===== src/rtl/pipe_pkg.sv =====
// rtl/pipe_pkg.sv - shared types for the elastic pipeline stage
//
// Purpose: state encoding and small helpers used by pipe_stage_elastic.
// Ports:   none (package).
package pipe_pkg;

  // Encoding keeps bit 0 equal to "main entry valid" and bit 1 equal to
  // "skid entry valid", so the state can be read directly as occupancy flags.
  typedef enum logic [1:0] {
    EMPTY = 2'b00,
    MAIN  = 2'b01,
    FULL  = 2'b11
  } pipe_state_t;

  function automatic logic [1:0] occ_count(input logic a, input logic b);
    return {1'b0, a} + {1'b0, b};
  endfunction

endpackage


===== src/rtl/pipe_entry_reg.sv =====
// rtl/pipe_entry_reg.sv - payload register with valid bit, load/unload/clear
//
// Purpose: one held pipeline entry; instanced for the main and skid slots.
// Ports:
//   clk, rst   clock, synchronous active-high reset
//   clear      kill the entry (flush); payload zeroed when RESET_DATA != 0
//   load       capture d and mark valid
//   unload     mark invalid, payload kept
//   d, q       payload in/out, DATA_W bits
//   valid      entry holds data
module pipe_entry_reg
  import pipe_pkg::*;
#(
  parameter int DATA_W     = 32,
  parameter int RESET_DATA = 0
) (
  input  logic              clk,
  input  logic              rst,
  input  logic              clear,
  input  logic              load,
  input  logic              unload,
  input  logic [DATA_W-1:0] d,
  output logic [DATA_W-1:0] q,
  output logic              valid
);

  // rst/clear win over load so a killed entry can never be refilled by an
  // input accepted in the same cycle.
  always_ff @(posedge clk) begin
    if (rst || clear) begin
      valid <= 1'b0;
      if (RESET_DATA != 0) begin
        q <= '0;
      end
    end else if (load) begin
      valid <= 1'b1;
      q     <= d;
    end else if (unload) begin
      valid <= 1'b0;
    end
  end

endmodule


===== src/rtl/pipe_stage_elastic.sv =====
// rtl/pipe_stage_elastic.sv - elastic valid/ready pipeline stage register
//
// Purpose: one stage register between two pipeline stages, with an optional
// 2-entry skid buffer (registered in_ready) and a synchronous flush.
// Ports:
//   clk, rst              clock, synchronous active-high reset
//   flush                 kill all held entries
//   in_valid/in_ready     upstream handshake, in_data payload
//   out_valid/out_ready   downstream handshake, out_data payload
//   occupancy             held entries, 0..2
//   bubble                ~out_valid
module pipe_stage_elastic
  import pipe_pkg::*;
#(
  parameter int DATA_W     = 32,
  parameter int SKID       = 1,
  parameter int RESET_DATA = 0
) (
  input  logic              clk,
  input  logic              rst,
  input  logic              flush,
  input  logic              in_valid,
  output logic              in_ready,
  input  logic [DATA_W-1:0] in_data,
  output logic              out_valid,
  input  logic              out_ready,
  output logic [DATA_W-1:0] out_data,
  output logic [1:0]        occupancy,
  output logic              bubble
);

  logic              main_valid;
  logic              main_load;
  logic              main_unload;
  logic [DATA_W-1:0] main_d;
  logic [DATA_W-1:0] main_q;
  logic              skid_valid;
  logic              accept;
  logic              consume;

  assign accept  = in_valid & in_ready;
  assign consume = main_valid & out_ready;

  pipe_entry_reg #(
    .DATA_W     (DATA_W),
    .RESET_DATA (RESET_DATA)
  ) u_main (
    .clk    (clk),
    .rst    (rst),
    .clear  (flush),
    .load   (main_load),
    .unload (main_unload),
    .d      (main_d),
    .q      (main_q),
    .valid  (main_valid)
  );

  generate
    if (SKID != 0) begin : g_skid
      pipe_state_t       state;
      pipe_state_t       state_nxt;
      logic              ready_q;
      logic              skid_load;
      logic              skid_unload;
      logic              skid_v;
      logic [DATA_W-1:0] skid_q;

      pipe_entry_reg #(
        .DATA_W     (DATA_W),
        .RESET_DATA (RESET_DATA)
      ) u_skid (
        .clk    (clk),
        .rst    (rst),
        .clear  (flush),
        .load   (skid_load),
        .unload (skid_unload),
        .d      (in_data),
        .q      (skid_q),
        .valid  (skid_v)
      );

      always_comb begin
        state_nxt   = state;
        main_load   = 1'b0;
        main_unload = 1'b0;
        main_d      = in_data;
        skid_load   = 1'b0;
        skid_unload = 1'b0;
        case (state)
          EMPTY: begin
            if (accept) begin
              main_load = 1'b1;
              state_nxt = MAIN;
            end
          end
          MAIN: begin
            case ({accept, consume})
              2'b10: begin
                skid_load = 1'b1;
                state_nxt = FULL;
              end
              2'b01: begin
                main_unload = 1'b1;
                state_nxt   = EMPTY;
              end
              2'b11: begin
                main_load = 1'b1;
                state_nxt = MAIN;
              end
              default: state_nxt = MAIN;
            endcase
          end
          FULL: begin
            // in_ready is low here, so only the skid-to-main move can happen.
            if (consume) begin
              main_load   = 1'b1;
              main_d      = skid_q;
              skid_unload = 1'b1;
              state_nxt   = MAIN;
            end
          end
          default: state_nxt = EMPTY;
        endcase
      end

      // in_ready is computed from the next state so it is a pure flop output,
      // breaking any combinational path from out_ready to in_ready.
      always_ff @(posedge clk) begin
        if (rst || flush) begin
          state   <= EMPTY;
          ready_q <= 1'b1;
        end else begin
          state   <= state_nxt;
          ready_q <= (state_nxt != FULL);
        end
      end

      assign in_ready   = ready_q;
      assign skid_valid = skid_v;
    end else begin : g_single
      assign main_load   = accept;
      assign main_unload = consume & ~accept;
      assign main_d      = in_data;
      // Combinational: the single slot can be refilled in the cycle it drains.
      assign in_ready    = ~main_valid | out_ready;
      assign skid_valid  = 1'b0;
    end
  endgenerate

  assign out_valid = main_valid;
  assign out_data  = main_q;
  assign occupancy = occ_count(main_valid, skid_valid);
  assign bubble    = ~main_valid;

endmodule


===== config.mk =====
export PLATFORM = sky130hd
export DESIGN_NAME = pipe_stage_elastic
export DESIGN_NICKNAME = d
export VERILOG_FILES = /design/src/rtl/pipe_pkg.sv /design/src/rtl/pipe_entry_reg.sv /design/src/rtl/pipe_stage_elastic.sv
export SDC_FILE = /design/constraint.sdc
export NUM_CORES = 1
export LEC_CHECK = 0
export CAP_MARGIN = 20
export CORE_MARGIN = 5
export CORE_UTILIZATION = 40
export CTS_BUF_LIST = sky130_fd_sc_hd__clkbuf_8
export DETAILED_ROUTE_END_ITERATION = 10
export PLACE_DENSITY_LB_ADDON = 0.2
export SLEW_MARGIN = 5
export SYNTH_ARGS = -nofsm -noshare
export SYNTH_HDL_FRONTEND = slang
export SYNTH_SLANG_ARGS = --single-unit
export TNS_END_PERCENT = 5

===== constraint.sdc =====
create_clock -name clk -period 11.35 [get_ports clk]
set_input_delay 2.8375 -clock clk [delete_from_list [all_inputs] [get_ports clk]]
set_output_delay 2.8375 -clock clk [all_outputs]
set_load 0.05 [all_outputs]

# Word level (Yosys, flattened, before mapping)
# Index checks and enable logic that the tools add are counted.
# totals
register_bits	69
elab_cells	42
inputBits	37
# classes
add_sub_neg	1
n_reduce_logical	6
eq_ne	6
n_bitwise	4
mux	19
# ops
operator	n
two-way mux 32 bit	2
two-way mux 1 bit	12
== test 2 bit, second input constant	3
one-hot mux 2 bit (3 select lines)	1
== test 2 x 1 -> 1 bit, second input constant	2
two-way mux 2 bit	2
one-hot mux 2 bit (2 select lines)	1
AND reduction 2 bit	2
nonzero test 2 bit	2
one-hot mux 1 bit (3 select lines)	1
adder 1 x 1 -> 2 bit	1
bitwise AND 1 bit	2
zero test 2 bit	1
inequality test 2 bit, second input constant	1
NOT 1 bit	2
logical OR 1 bit	1

# Logic depth before layout (Yosys ltp)
# depth
word_depth	6
ltp_mapped	3
mapped_depth_nobuf	2

# Cells and area by module
# A second synthesis with hierarchy kept.
# unflattened
hier_cells	127
area_unflattened_um2	2570.0
# by_module_without_submodules
module	area_per_inst_um2	cells_each	instances	seq_area_each_um2
pipe_entry_reg	1012.2	37	2	980.9
pipe_stage_elastic	545.5	53	1	60.1

# Worst setup path before layout
# No wires, ideal clock.
# synth_timing
path_type	input-to-reg
start	input port flush
end	register u_main.q[0] (enable)
arrival_time_ns	5.710
slack_ns	5.166
path_buffers	1
setup_ns	0.474
cell_stages	3
cell_sequence	or2_2 > clkbuf_1 > a221oi_1
# synth_between
elab_chain_len	3
# synth_rtl
item	line	source
from (decl)	pipe_stage_elastic.sv:21	input logic flush,
logical OR 1 bit	pipe_entry_reg.sv:30	if (rst || clear) begin
NOT 1 bit (no line)	--	
AND reduction 2 bit (no line)	--	
to (signal assigned)	pipe_entry_reg.sv:33	q <= '0;
to (signal assigned)	pipe_entry_reg.sv:37	q <= d;
to (decl)	pipe_entry_reg.sv:23	output logic [DATA_W-1:0] q,
# Every way passes these cells.
# A chain may end at the register's enable or synchronous reset.

# Final worst setup path
# layout_timing
start	register u_main.valid
end	output port occupancy[1]
# layout_between
elab_chain_len	1
# layout_rtl
item	line	source
from (decl)	pipe_entry_reg.sv:24	output logic valid
from (signal assigned)	pipe_entry_reg.sv:31	valid <= 1'b0;
from (signal assigned)	pipe_entry_reg.sv:36	valid <= 1'b1;
from (signal assigned)	pipe_entry_reg.sv:39	valid <= 1'b0;
adder 1 x 1 -> 2 bit	pipe_pkg.sv:16	return {1'b0, a} + {1'b0, b};
to (decl)	pipe_stage_elastic.sv:28	output logic [1:0] occupancy,
# Every way passes these cells.

==> results.md <==
* Worst slew pin tran at 0.827 ns
* FFs w/ async S/R, synth at 0
* Pin count of the biggest net entering global routing at 33
* Post-layout minimum cycle time at 4.68 ns
* Design area at 0.00372 mm^2
* Core footprint at 0.00668 mm^2
* Post-route ant nets at 0
* H-tree lvl count at 3
* Cell taking the most area after synthesis: edfxtp_1
* Status: complete, no violations
* Register bit total from synthesis at 69
* Ports at 74
* Initial Util at 0.403
* RSZ-0062 raised after global routing: no
* Final setup TNS at 0 ns
* Share of the synthesized area in the top cell type at 0.714
* Met2 wire length at 2580 um
* Routability cong. at 0.736
* Clk buf depth at 2
* # fillers at 543
* # clock sinks at 69
* Yosys warnings at 0
* Syn avg cell area at 21.5 um^2
* Top routing layer used: met4
* CP Class: reg -> out
* Synth Net Count at 163
* Die Wd at 92.0 um
* Root buf cell: clkbuf_8
* Final worst slack at 6.67 ns
* Fmax at 0.214 GHz
* First-pass GRT wire length at 8100 um
* Post-synth top cells: edfxtp_1 (64), mux2_4 (30), dfxtp_1 (5), buf_6 (3)
* CTS buffer count at 9
* Crit path required time at 8.51 ns
* Worst skew pair latency at 0.33 ns
* Number of global-route vias before repair at 1529
* Final nets at 245
* Final Hold Viols at 0
* Most common cell in the netlist: edfxtp_1
* Area Growth Syn to Fin at 38.2%
* Vias per inst at 4.79
* Die area at 0.00847 mm^2
* Area contributors post-synth: edfxtp_1 (71%), mux2_4 (17%), dfxtp_1 (3.7%)
* # diodes at 0
* First-pass DRT Iterations at 4
* WL/cell at 17.3 um
* Via count at 1398
* Max Cap Viol at 0
* Layout cells sized above 1 at 0.245
* CTS Hold Bufs at 0
* Worst setup SP type: flip-flop
* Final setup viols at 0
* M1 WL at 2120 um
* PortBufs at 73
* Worst hold stages at 1
* Netlist cell types at 23
* DR DRC count at 0
* Max FO, Critical Path at 7
* Slew headroom at 0.448
* Hold_ws at 0.549 ns
* Pre-CTS WS at 6.40 ns
* Slew Viols, Final at 0
* Pleak at 0.00139 uW
* Reg2Reg Depth at 2
* Dpl hpwl at 3400 um
* Syn Std Cell Area at 0.00269 mm^2
* Final non-filler cell total at 292
* Clock tree from TritonCTS: yes
* Placed insts at 276
* Clock-pin slew on the worst setup and hold paths at 0.06 ns
* Period utilization at 0.412
* Post-synthesis cell count at 125
* Most common flop cell mapped by yosys: edfxtp_1
* Number of synthesized flops with an enable pin at 64
* Total global-route track usage at 0.128
* Post_cts resized at 0
* Placed cell area at 0.00352 mm^2
* Clock skew at 0.00645 ns
* Row cnt at 30
* Met3 WL at 293 um
* Power per cell area at 142 mW/mm^2
* Die height at 92.0 um
* Worst hold path class: reg -> reg
* Initial antenna violation count at 0
* Setup Buffers After CTS at 0
* Sequential element share of the synthesized area at 0.751
* Worst EP arrival at 1.84 ns
* CP Capture Type: output port
* GRT Residual Overflow at 0
* DR iter-0 viols at 51
* VDD IR max at 0.0000603 V
* DRT Wirelength at 5070 um
cells in the final DEF, fill, tap and decap left out, types with 2 or more instances in the layout:
master,count
clkdlybuf4s50_1,73
buf_4,2
mux2_4,30
inv_1,4
mux2_2,2
dfxtp_1,5
edfxtp_1,64
nand2_1,2
clkbuf_8,11
area by class of cell:
cell class,instances,area (um^2),share of cell area
multi-input combinational,51,652,0.175
timing repair buffer,75,746,0.200
tap,80,100,0.0269
clock buffer,11,151,0.0407
inverter,1,3.75,0.00101
sequential,69,2020,0.544
clock inverter,5,45.0,0.0121
power breakdown:
part	switching (uW)	leakage, uW	internal, uW	total (uW)
logic	24.2	0.000657	25.4	49.6
clock network	81.6	0.000111	110	192
registers	2.14	0.000622	283	285
total	108	0.00139	419	527
cell families (layout without fill, tap and decap cells):
family	count (synthesis)	count (layout)	share of synthesized area
multiplexers	32	32	0.176
adder cells (fa/ha/maj)	1	1	0.00465
buffers and inverters	5	92	0.0153
flip-flops	69	69	0.751
AND/OR/NAND/NOR	12	12	0.0358
AO/OA/AOI/OAI	6	6	0.0177
through the flow:
step                       util  total power [uW]
after floorplan               -               316
after global placement    0.527               339
after detailed placement  0.527               341
after CTS                 0.557               535
after global routing      0.557               550
final                     0.557               527
layer usage:
| layer | vias up | GRT usage |
|---|---|---|
| met5 | - | 0 |
| met4 | 0 | 0.0743 |
| met3 | 7 | 0.0435 |
| met2 | 47 | 0.201 |
| met1 | 681 | 0.152 |
| li1 | 663 | - |
state kept, by name, summed over array words and instances (netlist names):
register             cells
g_skid.u_skid.q         32
u_main.q                32
g_skid.state             2
g_skid.u_skid.valid      1
in_ready                 1
u_main.valid             1
worst paths after layout:
| path | from | endpoint | slack [ns] |
|---|---|---|---|
| min | g_skid.u_skid.q[18]$_DFFE_PP_ | u_main.q[18]$_DFFE_PP_ | 0.55 |
| min reg2reg | g_skid.u_skid.q[18]$_DFFE_PP_ | u_main.q[18]$_DFFE_PP_ | 0.55 |
| max reg2reg | g_skid.state[0]$_SDFF_PP0_ | u_main.q[5]$_DFFE_PP_ | 9.34 |
| max | u_main.valid$_SDFFE_PP0P_ | occupancy[1] | 6.67 |
critical path, stage by stage (launching register included):
cell and delay [ns]:
dfxtp_1 0.50, ha_1 0.21, clkdlybuf4s50_1 0.81
(Power assumes the default switching activity.)
==> RTL change, RTL diff (same flow settings) <==
The parameter `SKID` goes from 1 to 0.
--- a/src/rtl/pipe_stage_elastic.sv
+++ b/src/rtl/pipe_stage_elastic.sv
@@ -15,3 +15,3 @@
   parameter int DATA_W     = 32,
-  parameter int SKID       = 1,
+  parameter int SKID       = 0,
   parameter int RESET_DATA = 0
Formal check against the unedited RTL: not equivalent (Yosys sat finds a counterexample within 4 cycles, from zero or initial values).
==> RTL change against the unedited design <==
Sequential cell count fell by 36. Highest routed layer unchanged. Final cell count decreased by 48%. Setup slack worse by 2.4 ns. Count of clock-buffer cells in the layout fell by 5. Final area shrank 49%. Wire length down 56%. Via count is 52% lower. Sequential power down 51%. Total power is 51% lower. Core utilization increased by 20 points. Critical path type is now in -> out. Synthesized area fell by 61%.
==> RTL change: results (changes against the unedited design) <==
[logic_synthesis]
synth_mux_area_frac = 0  ; -0.176
synth_compound_area_frac = 0.0108  ; -0.00685
synthAdderAreaFrac = 0  ; -0.00465

[clocking]
cts_made_buffers = 5  ; -4
ctsHtreeMaxLevel = 2  ; -1

[placed_design]
gp_congestion = 0.662  ; -10%
placed_cells = 143  ; -48%
io_buffers = 72  ; -1.4%
dp_hpwl_mm = 1.71  ; -50%

[global_route]
grt_first_pass_wirelength_mm = 3.15  ; -61%

[worst_hold_path]
min_path_cells = 2  ; +1
worstHoldStart = u_main.valid
whs_endpoint = u_main.valid

[power_and_ir_drop]
p_leak_uw = 0.000670  ; -52%
max-vdd-ir-drop_uv = 119  ; +98%
p_sw_frac = 0.221  ; +0.0156

[finish]
stdcell_count = 151  ; -48%
n_fill_cell = 176  ; -68%
final_net_count = 157  ; -36%

[run_status]
status = complete, no violations

[drt]
dr_total_vias = 676  ; -52%

[worst_setup_path]
critical_path.max_fanout = 3  ; -4
reg2reg_slack_ns = 10.04  ; +0.70 ns
worstRegToRegCells = 3  ; +1

[sta]
skew_ns = 0.00369  ; -0.00276 ns

[RTL change: cell count changes in the layout (fill, tap and decap cells not counted), moves of 2 or more]
cell	delta
mux2_2	-2
nand2_1	-2
clkbuf_8	-5
dfxtp_1	-4
mux2_4	-30
edfxtp_1	-32
[RTL change: routing by layer]
metal,share of wire,wire length (um),up-vias,global-route usage
li1,-,-,311,-
met1,0.37,823,298,0.142
met2,0.43,958,63,0.184
met3,0.19,414,4,0.0881
met4,0.013,28,0,0.0650
met5,0,0,-,0
[RTL change: metrics by stage]
step	instance area, um^2	utilization
after floorplan	1040	-
after global placement	1790	0.724
after detailed placement	1790	0.724
after CTS	1880	0.760
after global routing	1880	0.760
final	1880	0.760
[RTL change: worst max-delay path: cells and delay by family]
kind / cells / cell delay (ns)
buf+inv: 2 / 1.27
simple gates: 1 / 0.13
[RTL change: power groups by stage]
stage                     Combinational [uW]  Clock (uW)  Sequential (uW)
after floorplan                         4.67           0              153
after global placement                  35.0           0              141
after detailed placement                35.6           0              141
after CTS                               35.7        88.5              139
after global routing                    36.7        92.8              139
final                                   35.3        85.5              139
[RTL change: how the worst max path moves through the flow]
stage | start | endpoint | slack, ns
2_1_floorplan | out_ready | in_ready | 5.47
5_1_grt | out_ready | in_ready | 4.24
6_report | out_ready | in_ready | 4.27
4_1_cts | out_ready | in_ready | 4.26
3_3_place_gp | out_ready | in_ready | 4.30
3_5_place_dp | out_ready | in_ready | 4.27
[RTL change: area by class of cell]
class	instances	area [um^2]	share of cell area
Inverter	2	7.51	0.00399
Clock buffer	6	82.6	0.0439
Clock inverter	2	7.51	0.00399
Tap cell	30	37.5	0.0199
Multi-Input combinational cell	5	38.8	0.0206
Timing Repair Buffer	73	728	0.387
Sequential cell	33	981	0.521
